### config.mk
export PLATFORM = sky130hd
export DESIGN_NAME = timer_core
export DESIGN_NICKNAME = d
export VERILOG_FILES = /design/src/rtl/timer_pkg.sv /design/src/rtl/bcd_mmss_counter.sv /design/src/rtl/timer_core.sv
export SDC_FILE = /design/constraint.sdc
export NUM_CORES = 1
export LEC_CHECK = 0
export BUFFER_PORTS_ARGS = -buffer_cell sky130_fd_sc_hd__buf_4
export CAP_MARGIN = 5
export CORE_MARGIN = 2
export CORE_UTILIZATION = 60
export DETAILED_ROUTE_END_ITERATION = 8
export GPL_ROUTABILITY_DRIVEN = 0
export PLACE_DENSITY = 0.78
export RECOVER_POWER = 25
export SYNTH_ARGS = -nofsm -noshare
export SYNTH_HDL_FRONTEND = slang
export SYNTH_SLANG_ARGS = --single-unit
### constraint.sdc
create_clock -name clk -period 3.7 [get_ports clk]
set_input_delay 0 -clock clk [delete_from_list [all_inputs] [get_ports clk]]
set_output_delay 0 -clock clk [all_outputs]
set_load 0.01 [all_outputs]
### src/rtl/timer_pkg.sv
// Shared definitions for the mm:ss timer: one-hot states, BCD limits and digit helpers.
package timer_pkg;

  typedef enum logic [4:0] {
    S_IDLE    = 5'b00001,
    S_SET_MIN = 5'b00010,
    S_SET_SEC = 5'b00100,
    S_RUN     = 5'b01000,
    S_DONE    = 5'b10000
  } state_e;

  localparam logic [3:0] SEC_TENS_MAX = 4'd5;
  localparam logic [3:0] DIGIT_MAX    = 4'd9;
  localparam logic [7:0] SEC_MAX_BCD  = {SEC_TENS_MAX, DIGIT_MAX};

  // Binary 0..99 to two BCD digits.
  function automatic logic [7:0] bin2bcd8(input int unsigned v);
    return {4'(v / 10), 4'(v % 10)};
  endfunction

  function automatic logic [7:0] bcd_inc8(input logic [7:0] v);
    return (v[3:0] == DIGIT_MAX) ? {4'(v[7:4] + 4'd1), 4'd0} : {v[7:4], 4'(v[3:0] + 4'd1)};
  endfunction

  function automatic logic [7:0] bcd_dec8(input logic [7:0] v);
    return (v[3:0] == 4'd0) ? {4'(v[7:4] - 4'd1), DIGIT_MAX} : {v[7:4], 4'(v[3:0] - 4'd1)};
  endfunction

endpackage

### src/rtl/bcd_mmss_counter.sv
// Four-digit BCD mm:ss register with load, per-field wrap steps and carry/borrow seconds steps.
module bcd_mmss_counter
  import timer_pkg::*;
#(
  parameter int unsigned MIN_MAX  = 99,
  parameter int unsigned INIT_MIN = 0,
  parameter int unsigned INIT_SEC = 0
) (
  input  logic        clk,
  input  logic        reset_n,
  input  logic        load_en,
  input  logic [15:0] load_val,
  input  logic        fld_en,
  input  logic        fld_sec,
  input  logic        fld_up,
  input  logic        full_en,
  input  logic        full_up,
  output logic [15:0] time_bcd,
  output logic        is_zero,
  output logic        dn_to_zero_c,
  output logic        up_to_max_c
);

  localparam logic [7:0] MIN_MAX_BCD  = bin2bcd8(MIN_MAX);
  localparam logic [7:0] INIT_MIN_BCD = bin2bcd8(INIT_MIN);
  localparam logic [7:0] INIT_SEC_BCD = bin2bcd8(INIT_SEC);

  logic [7:0]  min_q, min_d, sec_q, sec_d;
  logic [7:0]  min_inc, min_dec, sec_inc, sec_dec;
  logic [15:0] full_inc, full_dec;
  logic        is_zero_q, is_zero_d;

  always_comb begin
    min_inc  = (min_q == MIN_MAX_BCD) ? 8'h00 : bcd_inc8(min_q);
    min_dec  = (min_q == 8'h00) ? MIN_MAX_BCD : bcd_dec8(min_q);
    sec_inc  = (sec_q == SEC_MAX_BCD) ? 8'h00 : bcd_inc8(sec_q);
    sec_dec  = (sec_q == 8'h00) ? SEC_MAX_BCD : bcd_dec8(sec_q);
    full_inc = (sec_q == SEC_MAX_BCD) ? {min_inc, 8'h00} : {min_q, sec_inc};
    full_dec = (sec_q == 8'h00) ? {min_dec, SEC_MAX_BCD} : {min_q, sec_dec};
    min_d    = min_q;
    sec_d    = sec_q;
    if (load_en) begin
      {min_d, sec_d} = load_val;
    end else if (full_en) begin
      {min_d, sec_d} = full_up ? full_inc : full_dec;
    end else if (fld_en && fld_sec) begin
      sec_d = fld_up ? sec_inc : sec_dec;
    end else if (fld_en) begin
      min_d = fld_up ? min_inc : min_dec;
    end
    is_zero_d = ({min_d, sec_d} == 16'h0000);
  end

  always_ff @(posedge clk) begin
    if (!reset_n) begin
      min_q     <= INIT_MIN_BCD;
      sec_q     <= INIT_SEC_BCD;
      is_zero_q <= ({INIT_MIN_BCD, INIT_SEC_BCD} == 16'h0000);
    end else begin
      min_q     <= min_d;
      sec_q     <= sec_d;
      is_zero_q <= is_zero_d;
    end
  end

  assign time_bcd     = {min_q, sec_q};
  assign is_zero      = is_zero_q;
  assign dn_to_zero_c = (full_dec == 16'h0000);
  assign up_to_max_c  = (full_inc == {MIN_MAX_BCD, SEC_MAX_BCD});

endmodule

### src/rtl/timer_core.sv
// mm:ss countdown/stopwatch controller: button edges, auto-repeat, prescaler and run/alarm FSM.
module timer_core
  import timer_pkg::*;
#(
  parameter int unsigned TICK_DIV     = 100000000,
  parameter int unsigned MIN_MAX      = 99,
  parameter int unsigned INIT_MIN     = 0,
  parameter int unsigned INIT_SEC     = 0,
  parameter int unsigned REPEAT_DELAY = 50000000,
  parameter int unsigned REPEAT_RATE  = 10000000
) (
  input  logic        clk,
  input  logic        reset_n,
  input  logic        dir,
  input  logic        trig,
  input  logic        set,
  input  logic        up,
  input  logic        down,
  output logic [15:0] time_bcd,
  output logic [4:0]  state,
  output logic        complete,
  output logic        alarm
);

  localparam int unsigned PRE_W   = $clog2(TICK_DIV);
  localparam int unsigned REP_MAX = (REPEAT_DELAY > REPEAT_RATE) ? REPEAT_DELAY : REPEAT_RATE;
  localparam int unsigned REP_W   = $clog2(REP_MAX + 1);
  localparam logic [PRE_W-1:0] PRE_TERM = PRE_W'(TICK_DIV - 1);
  localparam logic [PRE_W-1:0] PRE_HALF = PRE_W'(TICK_DIV / 2 - 1);
  localparam logic [REP_W-1:0] REP_DLY  = REP_W'(REPEAT_DELAY);
  localparam logic [REP_W-1:0] REP_RATE = REP_W'(REPEAT_RATE);
  localparam logic [15:0]      INIT_BCD = {bin2bcd8(INIT_MIN), bin2bcd8(INIT_SEC)};
  localparam int unsigned B_TRIG = 3, B_SET = 2, B_UP = 1, B_DN = 0;

  state_e           state_q, state_d;
  logic [3:0]       btn_lvl_q, btn_lvl_d, btn_prs_q, btn_prs_d;
  logic [PRE_W-1:0] presc_q, presc_d;
  logic [REP_W-1:0] rep_cnt_q, rep_cnt_d;
  logic             rep_arm_q, rep_arm_d;
  logic             run_dir_q, run_dir_d;
  logic [15:0]      load_q, load_d;
  logic             complete_q, complete_d, alarm_q, alarm_d;
  logic             cnt_load, fld_en, fld_sec, fld_up, full_en;
  logic             is_zero, dn_to_zero_c, up_to_max_c, start_go;

  assign fld_sec  = (state_q == S_SET_SEC);
  assign fld_up   = btn_lvl_q[B_UP];
  assign start_go = btn_prs_q[B_TRIG] & (dir | ~is_zero);

  always_comb begin
    btn_lvl_d  = {trig, set, up, down};
    btn_prs_d  = {trig, set, up, down} & ~btn_lvl_q;
    state_d    = state_q;
    presc_d    = presc_q;
    rep_cnt_d  = '0;
    rep_arm_d  = 1'b0;
    run_dir_d  = run_dir_q;
    load_d     = load_q;
    complete_d = 1'b0;
    alarm_d    = 1'b0;
    cnt_load   = 1'b0;
    fld_en     = 1'b0;
    full_en    = 1'b0;
    case (state_q)
      S_IDLE: begin
        if (start_go) begin
          state_d   = S_RUN;
          load_d    = time_bcd;
          run_dir_d = dir;
        end else if (btn_prs_q[B_SET] && !btn_prs_q[B_TRIG]) begin
          state_d = S_SET_MIN;
        end
      end
      S_SET_MIN, S_SET_SEC: begin
        if (start_go) begin
          state_d   = S_RUN;
          load_d    = time_bcd;
          run_dir_d = dir;
        end else begin
          if (btn_prs_q[B_SET] && !btn_prs_q[B_TRIG])
            state_d = (state_q == S_SET_MIN) ? S_SET_SEC : S_SET_MIN;
          // Repeat only follows a press step, and only while exactly one of up/down is held.
          if (btn_lvl_q[B_UP] ^ btn_lvl_q[B_DN]) begin
            if (btn_prs_q[B_UP] | btn_prs_q[B_DN]) begin
              fld_en    = 1'b1;
              rep_cnt_d = REP_W'(1);
            end else if (rep_cnt_q != '0) begin
              if (rep_cnt_q == (rep_arm_q ? REP_RATE : REP_DLY)) begin
                fld_en    = 1'b1;
                rep_cnt_d = REP_W'(1);
                rep_arm_d = 1'b1;
              end else begin
                rep_cnt_d = rep_cnt_q + REP_W'(1);
                rep_arm_d = rep_arm_q;
              end
            end
          end
        end
      end
      S_RUN: begin
        if (btn_prs_q[B_TRIG]) begin
          state_d = S_SET_MIN;
        end else if (presc_q == PRE_TERM) begin
          presc_d = '0;
          full_en = 1'b1;
          if (run_dir_q ? up_to_max_c : dn_to_zero_c) begin
            state_d    = S_DONE;
            complete_d = 1'b1;
            alarm_d    = 1'b1;
          end
        end else begin
          presc_d = presc_q + PRE_W'(1);
        end
      end
      S_DONE: begin
        if (btn_prs_q[B_TRIG] | btn_prs_q[B_SET]) begin
          state_d  = S_IDLE;
          cnt_load = 1'b1;
          presc_d  = '0;
        end else if (presc_q == PRE_HALF) begin
          presc_d = '0;
          alarm_d = ~alarm_q;
        end else begin
          presc_d = presc_q + PRE_W'(1);
          alarm_d = alarm_q;
        end
      end
      default: state_d = S_IDLE;
    endcase
  end

  always_ff @(posedge clk) begin
    if (!reset_n) begin
      state_q    <= S_IDLE;
      btn_lvl_q  <= '0;
      btn_prs_q  <= '0;
      presc_q    <= '0;
      rep_cnt_q  <= '0;
      rep_arm_q  <= 1'b0;
      run_dir_q  <= 1'b0;
      load_q     <= INIT_BCD;
      complete_q <= 1'b0;
      alarm_q    <= 1'b0;
    end else begin
      state_q    <= state_d;
      btn_lvl_q  <= btn_lvl_d;
      btn_prs_q  <= btn_prs_d;
      presc_q    <= presc_d;
      rep_cnt_q  <= rep_cnt_d;
      rep_arm_q  <= rep_arm_d;
      run_dir_q  <= run_dir_d;
      load_q     <= load_d;
      complete_q <= complete_d;
      alarm_q    <= alarm_d;
    end
  end

  bcd_mmss_counter #(
    .MIN_MAX (MIN_MAX),
    .INIT_MIN(INIT_MIN),
    .INIT_SEC(INIT_SEC)
  ) u_cnt (
    .clk         (clk),
    .reset_n     (reset_n),
    .load_en     (cnt_load),
    .load_val    (load_q),
    .fld_en      (fld_en),
    .fld_sec     (fld_sec),
    .fld_up      (fld_up),
    .full_en     (full_en),
    .full_up     (run_dir_q),
    .time_bcd    (time_bcd),
    .is_zero     (is_zero),
    .dn_to_zero_c(dn_to_zero_c),
    .up_to_max_c (up_to_max_c)
  );

  assign state    = state_q;
  assign complete = complete_q;
  assign alarm    = alarm_q;

endmodule

==> flow_summary.toml, run 1 <==
[run_status]
status = "finished clean"

[critical_path]
critPathLaunchType = "flip-flop"
crit_path_end_kind = "flip-flop"
critPathKind = "reg2reg"
path_buf_inv = 0
arrival_ns = 3.83
slowest_delay_ns = 0.91
rrSetupSlack_ns = 0.15
crit_chain = "nor4_2 -> nand3_1 -> o2bb2ai_1 -> nand4_1 -> nor4_1 -> o21a_1 -> o21ai_0 -> or3b_1 -> a21oi_1"
crit_path_max_fanout = 15
critPathLaunch = "u_cnt.sec_q[2]"
r2r_end = "state[2]"
crit_end = "state[2]"
cp_num_cells = 9
r2r-start = "u_cnt.sec_q[2]"
crit_family = "simple AND/OR/NAND/NOR gates"
reg2reg_depth = 9
crit_slowest_cell = "nor4_2"
cp.required_ns = 3.98

[synthesis]
synth_top_family_by_area = "simple AND/OR/NAND/NOR gates"
synth_fp_nets = 825
ys.flop_type = "dfxtp_1"
synthAdderAreaFrac_pct = 2.59
syn_area_um2 = 6280
yosysUniqueCellTypes = 75
async_flop_share_pct = 0
ys_seq_area_share_pct = 32.9
synthSimpleGateAreaFrac_pct = 32.3
synthTopCellsByArea = "dfxtp_1, nor2_1, mux2i_1"
syn_area_per_cell_um2 = 7.80
synthCells = 805
synth_compound_area_share_pct = 14.9
synth_warnings = 0
synth_top_area_share_pct = 32.9
synth_seq_cells = 103
yosys.area_share.xor_xnor_pct = 7.12
synth-edff-count = 0
synth_mux_area_share_pct = 6.14
yosys.area.top_type = "dfxtp_1"

[power_and_ir_drop]
switching_power_mw = 0.528
ir_worst_vdd_mv = 0.272
seq_power_share_pct = 55.1
sw_frac_of_total_pct = 25.2
power_density_nw_per_um2 = 308
p_int_mw = 1.56
p_leak_nw = 2.38
clockPowerShare_pct = 34.3
p_total_mw = 2.09
p_comb_share_pct = 10.5

[finish]
drive_gt1_share_pct = 7.37
n_antenna_cell = 0
final_nets = 844
syn2layout_area_growth_pct = 8.27

[clocking]
cts.sink_count = 103
cts_tree = "done"
htree_levels = 3
cts_buffer_depth = 2
clk_latency_ns = 0.37
clk_pin_slew_ns = 0.09
numCtsBuffers = 9
root_buffer = "clkbuf_8"

[global_route]
met1_usage_pct = 39.1
antenna_found_initial = 0
grt_max_degree = 33
use_met2_pct = 50.4
track_usage_pct = 30.4
top_usage_layer = "met2"
grt_pass1_wl_um = 27700
grt-ovfl-total = 0
met3_usage_pct = 6.74
grt_pass1_vias = 5675

[floorplan]
die_y_um = 106
die_area_um2 = 11300
boundaryPins = 30
dieWidth_um = 106
start_util_pct = 61.3
core_area_um2 = 10200
rows = 37

[detailed_routing]
vias_per_cell = 6.46
vias = 6224
routed_wl_um = 16900
dr.pass1.iters = 6
routedWlPerCell_um = 17.6
detail-route-antenna-nets = 0
drt-initial-drc-count = 597
drc = 0

[timing]
maxClockFrequency_mhz = 282
worst_slack_ns = 0.148
setup_viol = 0
maxSlewHeadroom_pct = 24.3
finalCritPeriodShare_pct = 96.0
fin_setup_tns_ns = 0
maxSlewViolCount = 0
period_needed_ns = 3.55
fin_skew_ns = 0.0173
tightest_slew_ns = 1.13
finalHoldViolations = 0
rsz0062_at_grt = "false"

[placement]
port_buffers = 29
dp_worst_setup_slack_ns = 0.349
hpwl_um = 12100

[min_path]
hold_class = "reg2reg"

[job]
max-cap-violations = 0
==> worst min-delay path by stage <==
stage | end | slack [ns] | cells after the start | start
6_report | btn_prs_q[3] | 0.39 | 1 | btn_lvl_q[3]
3_3_place_gp | btn_lvl_q[3] | 0.22 | 2 | trig
3_5_place_dp | btn_lvl_q[3] | 0.22 | 2 | trig
5_1_grt | btn_prs_q[3] | 0.40 | 1 | btn_lvl_q[3]
2_1_floorplan | btn_lvl_q[0] | 0.14 | 1 | down
4_1_cts | btn_lvl_q[3] | 0.38 | 3 | trig
==> worst reg2reg max path, stage by stage (launching register included) <==
cell	delay, ns
dfxtp_1	0.50
nor4_2	0.91
nand3_1	0.14
o2bb2ai_1	0.31
nand4_1	0.20
nor4_1	0.49
o21a_1	0.21
o21ai_0	0.16
or3b_1	0.39
a21oi_1	0.15
==> cell families after synthesis <==
group	Yosys count
muxes	37
and+or+nand+nor	397
AOI/OAI and AO/OA	138
DFF	103
adders and majority gates	13
buffers and inverters	66
xor gates and xnor gates	51
==> power by group through the flow <==
stage	logic, mW	registers, mW	clock network [mW]
global route	0.236	1.16	0.778
CTS	0.224	1.15	0.734
global placement	0.209	1.18	0
detailed placement	0.218	1.18	0
finish	0.220	1.15	0.718
floorplan	0.149	1.17	0
==> routing by layer <==
metal / share of wire, % / up-vias
met1: 40 / 2898
met4: 3.1 / 0
met3: 9.6 / 71
met5: 0 / -
li1: - / 2917
met2: 47 / 338
==> cell usage in the layout (no fill, tap or decap), types with 22 or more instances in the layout <==
| cell type | Yosys | routed |
|---|---|---|
| buf_4 | 0 | 22 |
| inv_1 | 22 | 22 |
| xor2_1 | 32 | 32 |
| nor3_1 | 29 | 29 |
| nor2_1 | 130 | 129 |
| clkbuf_1 | 32 | 26 |
| a21oi_1 | 35 | 35 |
| nand3_1 | 43 | 43 |
| mux2i_1 | 34 | 34 |
| nand4_1 | 26 | 26 |
| dfxtp_1 | 103 | 103 |
| nand2_1 | 61 | 61 |
==> through the flow <==
stage	std cells	cell area, µm²	utilization (%)	hold WS [ns]
floorplan	805	6280	-	0.136
global placement	943	6630	64.8	0.224
detailed placement	943	6630	64.8	0.224
CTS	964	6890	67.3	0.383
global route	964	6800	66.4	0.400
finish	964	6800	66.4	0.387
==> Yosys cell counts, types with 9 or more instances <==
| cell type | count |
|---|---|
| xnor2_1 | 19 |
| o21ai_0 | 21 |
| nand2_1 | 61 |
| mux2i_1 | 34 |
| a31oi_1 | 11 |
| a21oi_1 | 35 |
| ha_1 | 13 |
| nand3_1 | 43 |
| dfxtp_1 | 103 |
| nand4_1 | 26 |
| nor2_1 | 130 |
| or3_1 | 9 |
| and3_1 | 10 |
| nor4_1 | 10 |
| clkbuf_1 | 32 |
| nor3_1 | 29 |
| inv_1 | 22 |
| xor2_1 | 32 |
| and2_1 | 14 |
==> registers in the layout (all words and copies together) (netlist names) <==
signal and flops:
rep_arm_q 1, load_q 16, state 5, btn_prs_q 4, complete 1, alarm 1
u_cnt.min_q 8, u_cnt.sec_q 8, run_dir_q 1, u_cnt.is_zero 1, btn_lvl_q 4, rep_cnt_q 26
presc_q 27
==> what timing repair did <==
item / in CTS / in global routing
gates resized for setup: 0 / 0
setup buffers: 0 / 0
endpoints found under the hold margin: 15 / 0
hold buffers: 6 / 0
==> cell type report <==
type / instances / area [µm²]
clock buffer: 13 / 159
clock inverter: 2 / 38.8
fill: 899 / 3440
inverter: 22 / 82.6
multi-input combinational: 636 / 3970
sequential: 103 / 2060
tap: 136 / 170
timing repair buffer: 52 / 315
Note: power is estimated with default switching activity, not from simulation.
==> inputs of run 2 (changes only) <==
--- a/config.mk
+++ b/config.mk
@@ -11,7 +11,7 @@
 export CORE_UTILIZATION = 60
 export DETAILED_ROUTE_END_ITERATION = 8
 export GPL_ROUTABILITY_DRIVEN = 0
-export PLACE_DENSITY = 0.78
+export PLACE_DENSITY = 0.88
 export RECOVER_POWER = 25
 export SYNTH_ARGS = -nofsm -noshare
 export SYNTH_HDL_FRONTEND = slang
==> run 2 against run 1 <==
Compared with the run above: utilization up 0.16 points; die area is the same; worst setup slack worse by 0.023 ns; largest power group unchanged.
==> flow_summary.toml, run 2 (synthesized netlist as in run 1, its figures left out) <==
[run_status]
status = "finished clean"

[finish]
drive_gt1_share_pct = 7.59
top_register = "presc_q"
syn2layout_area_growth_pct = 8.53
final_nets = 845
reg_top3 = "presc_q: 27 flops, rep_cnt_q: 26 flops, load_q: 16 flops"
largest_reg_flops = 27
final_cell_mix = "nor2_1, dfxtp_1, nand2_1, nand3_1, a21oi_1"
n_antenna_cell = 0
mostFrequentLayoutCell = "nor2_1"
fillers = 868

[timing]
fin_skew_ns = 0.0178
period_needed_ns = 3.57
rsz0062_at_grt = "false"
maxSlewViolCount = 0
maxClockFrequency_mhz = 280
tightest_slew_ns = 1.12
holdWs_ns = 0.391
maxSlewHeadroom_pct = 25.4
finalHoldViolations = 0
fin_setup_tns_ns = 0
setup_viol = 0
finalCritPeriodShare_pct = 96.6

[clocking]
cts_tree = "done"
root_buffer = "clkbuf_8"
htree_levels = 3
clk_pin_slew_ns = 0.10
numCtsBuffers = 9
clk_latency_ns = 0.39
cts.sink_count = 103
cts.repair.resized = 0
cts_buffer_depth = 2

[power_and_ir_drop]
ir_worst_vdd_mv = 0.308
power_density_nw_per_um2 = 308
p_leak_nw = 2.39

[placement]
port_buffers = 29
hpwl_um = 11900

[detailed_routing]
vias_per_cell = 6.39
routed_wl_um = 16600
vias = 6169
detail-route-antenna-nets = 0
routedWlPerCell_um = 17.1
drc = 0
dr.pass1.iters = 7
drt-initial-drc-count = 626

[floorplan]
core_area_um2 = 10200
boundaryPins = 30
dieWidth_um = 106
start_util_pct = 61.3
die_area_um2 = 11300
die_y_um = 106
rows = 37

[global_route]
grt_pass1_wl_um = 27400
grt-ovfl-total = 0
grt_pass1_vias = 5820
grt_max_degree = 33
track_usage_pct = 29.8
antenna_found_initial = 0

[min_path]
hold_class = "in2reg"
min_path_cells = 3

[critical_path]
critPathKind = "reg2reg"
crit_path_max_fanout = 10
critPathLaunchType = "flip-flop"
cp.required_ns = 4.01
arrival_ns = 3.88
slowest_delay_ns = 0.64
crit_chain = "inv_1 -> ha_1 -> nor3b_2 -> nand3_1 -> o2bb2ai_1 -> nand4_1 -> nor4_1 -> o21a_1 -> o21ai_0 -> or3b_1 -> a21oi_1"
crit_slowest_cell = "nor3b_2"
reg2reg_depth = 11
crit_path_end_kind = "flip-flop"

[job]
max-cap-violations = 0
[run 2: path summary, 6_finish.rpt]
check | startpoint | endpoint | slack, ns
setup / recovery | u_cnt.sec_q[5] | state[2] | 0.13
hold / removal | set | btn_lvl_q[2] | 0.39
setup reg to reg | u_cnt.sec_q[5] | state[2] | 0.13
hold reg to reg | btn_lvl_q[2] | btn_prs_q[2] | 0.39
[run 2: final cells by class]
type | instances | area (µm²) | share of cell area [%]
inverters | 22 | 82.6 | 1.21
multi-input cells | 636 | 3970 | 58.2
clock buffers | 12 | 165 | 2.42
repair buffers | 53 | 328 | 4.81
clock inverters | 4 | 36.3 | 0.533
well taps | 136 | 170 | 2.50
flip-flops and latches | 103 | 2060 | 30.3
[run 2: power by group]
part	switching [mW]	leakage (nW)	internal, mW
Clock	0.412	0.101	0.309
Combinational	0.127	1.46	0.0958
Sequential	0.0256	0.832	1.13
[run 2: what timing repair did]
action | 4_1_cts | 5_1_grt
setup endpoints to repair | 0 | 0
hold buffers | 8 | 0
endpoints found under the hold margin | 18 | 0
buffers inserted | 0 | 0
[run 2: critical path, delay by kind of cell, from the launching register on]
family / cells / cell delay (ns)
buf+inv: 1 / 0.18
simple gates: 5 / 1.93
compound gates: 4 / 0.73
flops: 1 / 0.41
fa+ha+maj: 1 / 0.24
[run 2: routing by layer]
layer	vias to the layer above	GRT usage, %	part of all wire, %
met2	324	50.0	48
li1	2926	-	-
met4	0	12.0	3.4
met3	63	6.87	9.3
met1	2856	37.0	40
met5	-	0	0
[run 2: metrics by stage]
step	cells	worst slack, ns	utilization [%]	cell area [µm²]	power [mW]
after floorplan	805	0.825	-	6280	1.32
after global placement	942	0.359	64.7	6620	1.39
after detailed placement	942	0.362	64.7	6620	1.40
after CTS	966	0.320	67.5	6900	2.10
after global routing	966	0.0827	66.6	6810	2.16
final	966	0.125	66.6	6810	2.10
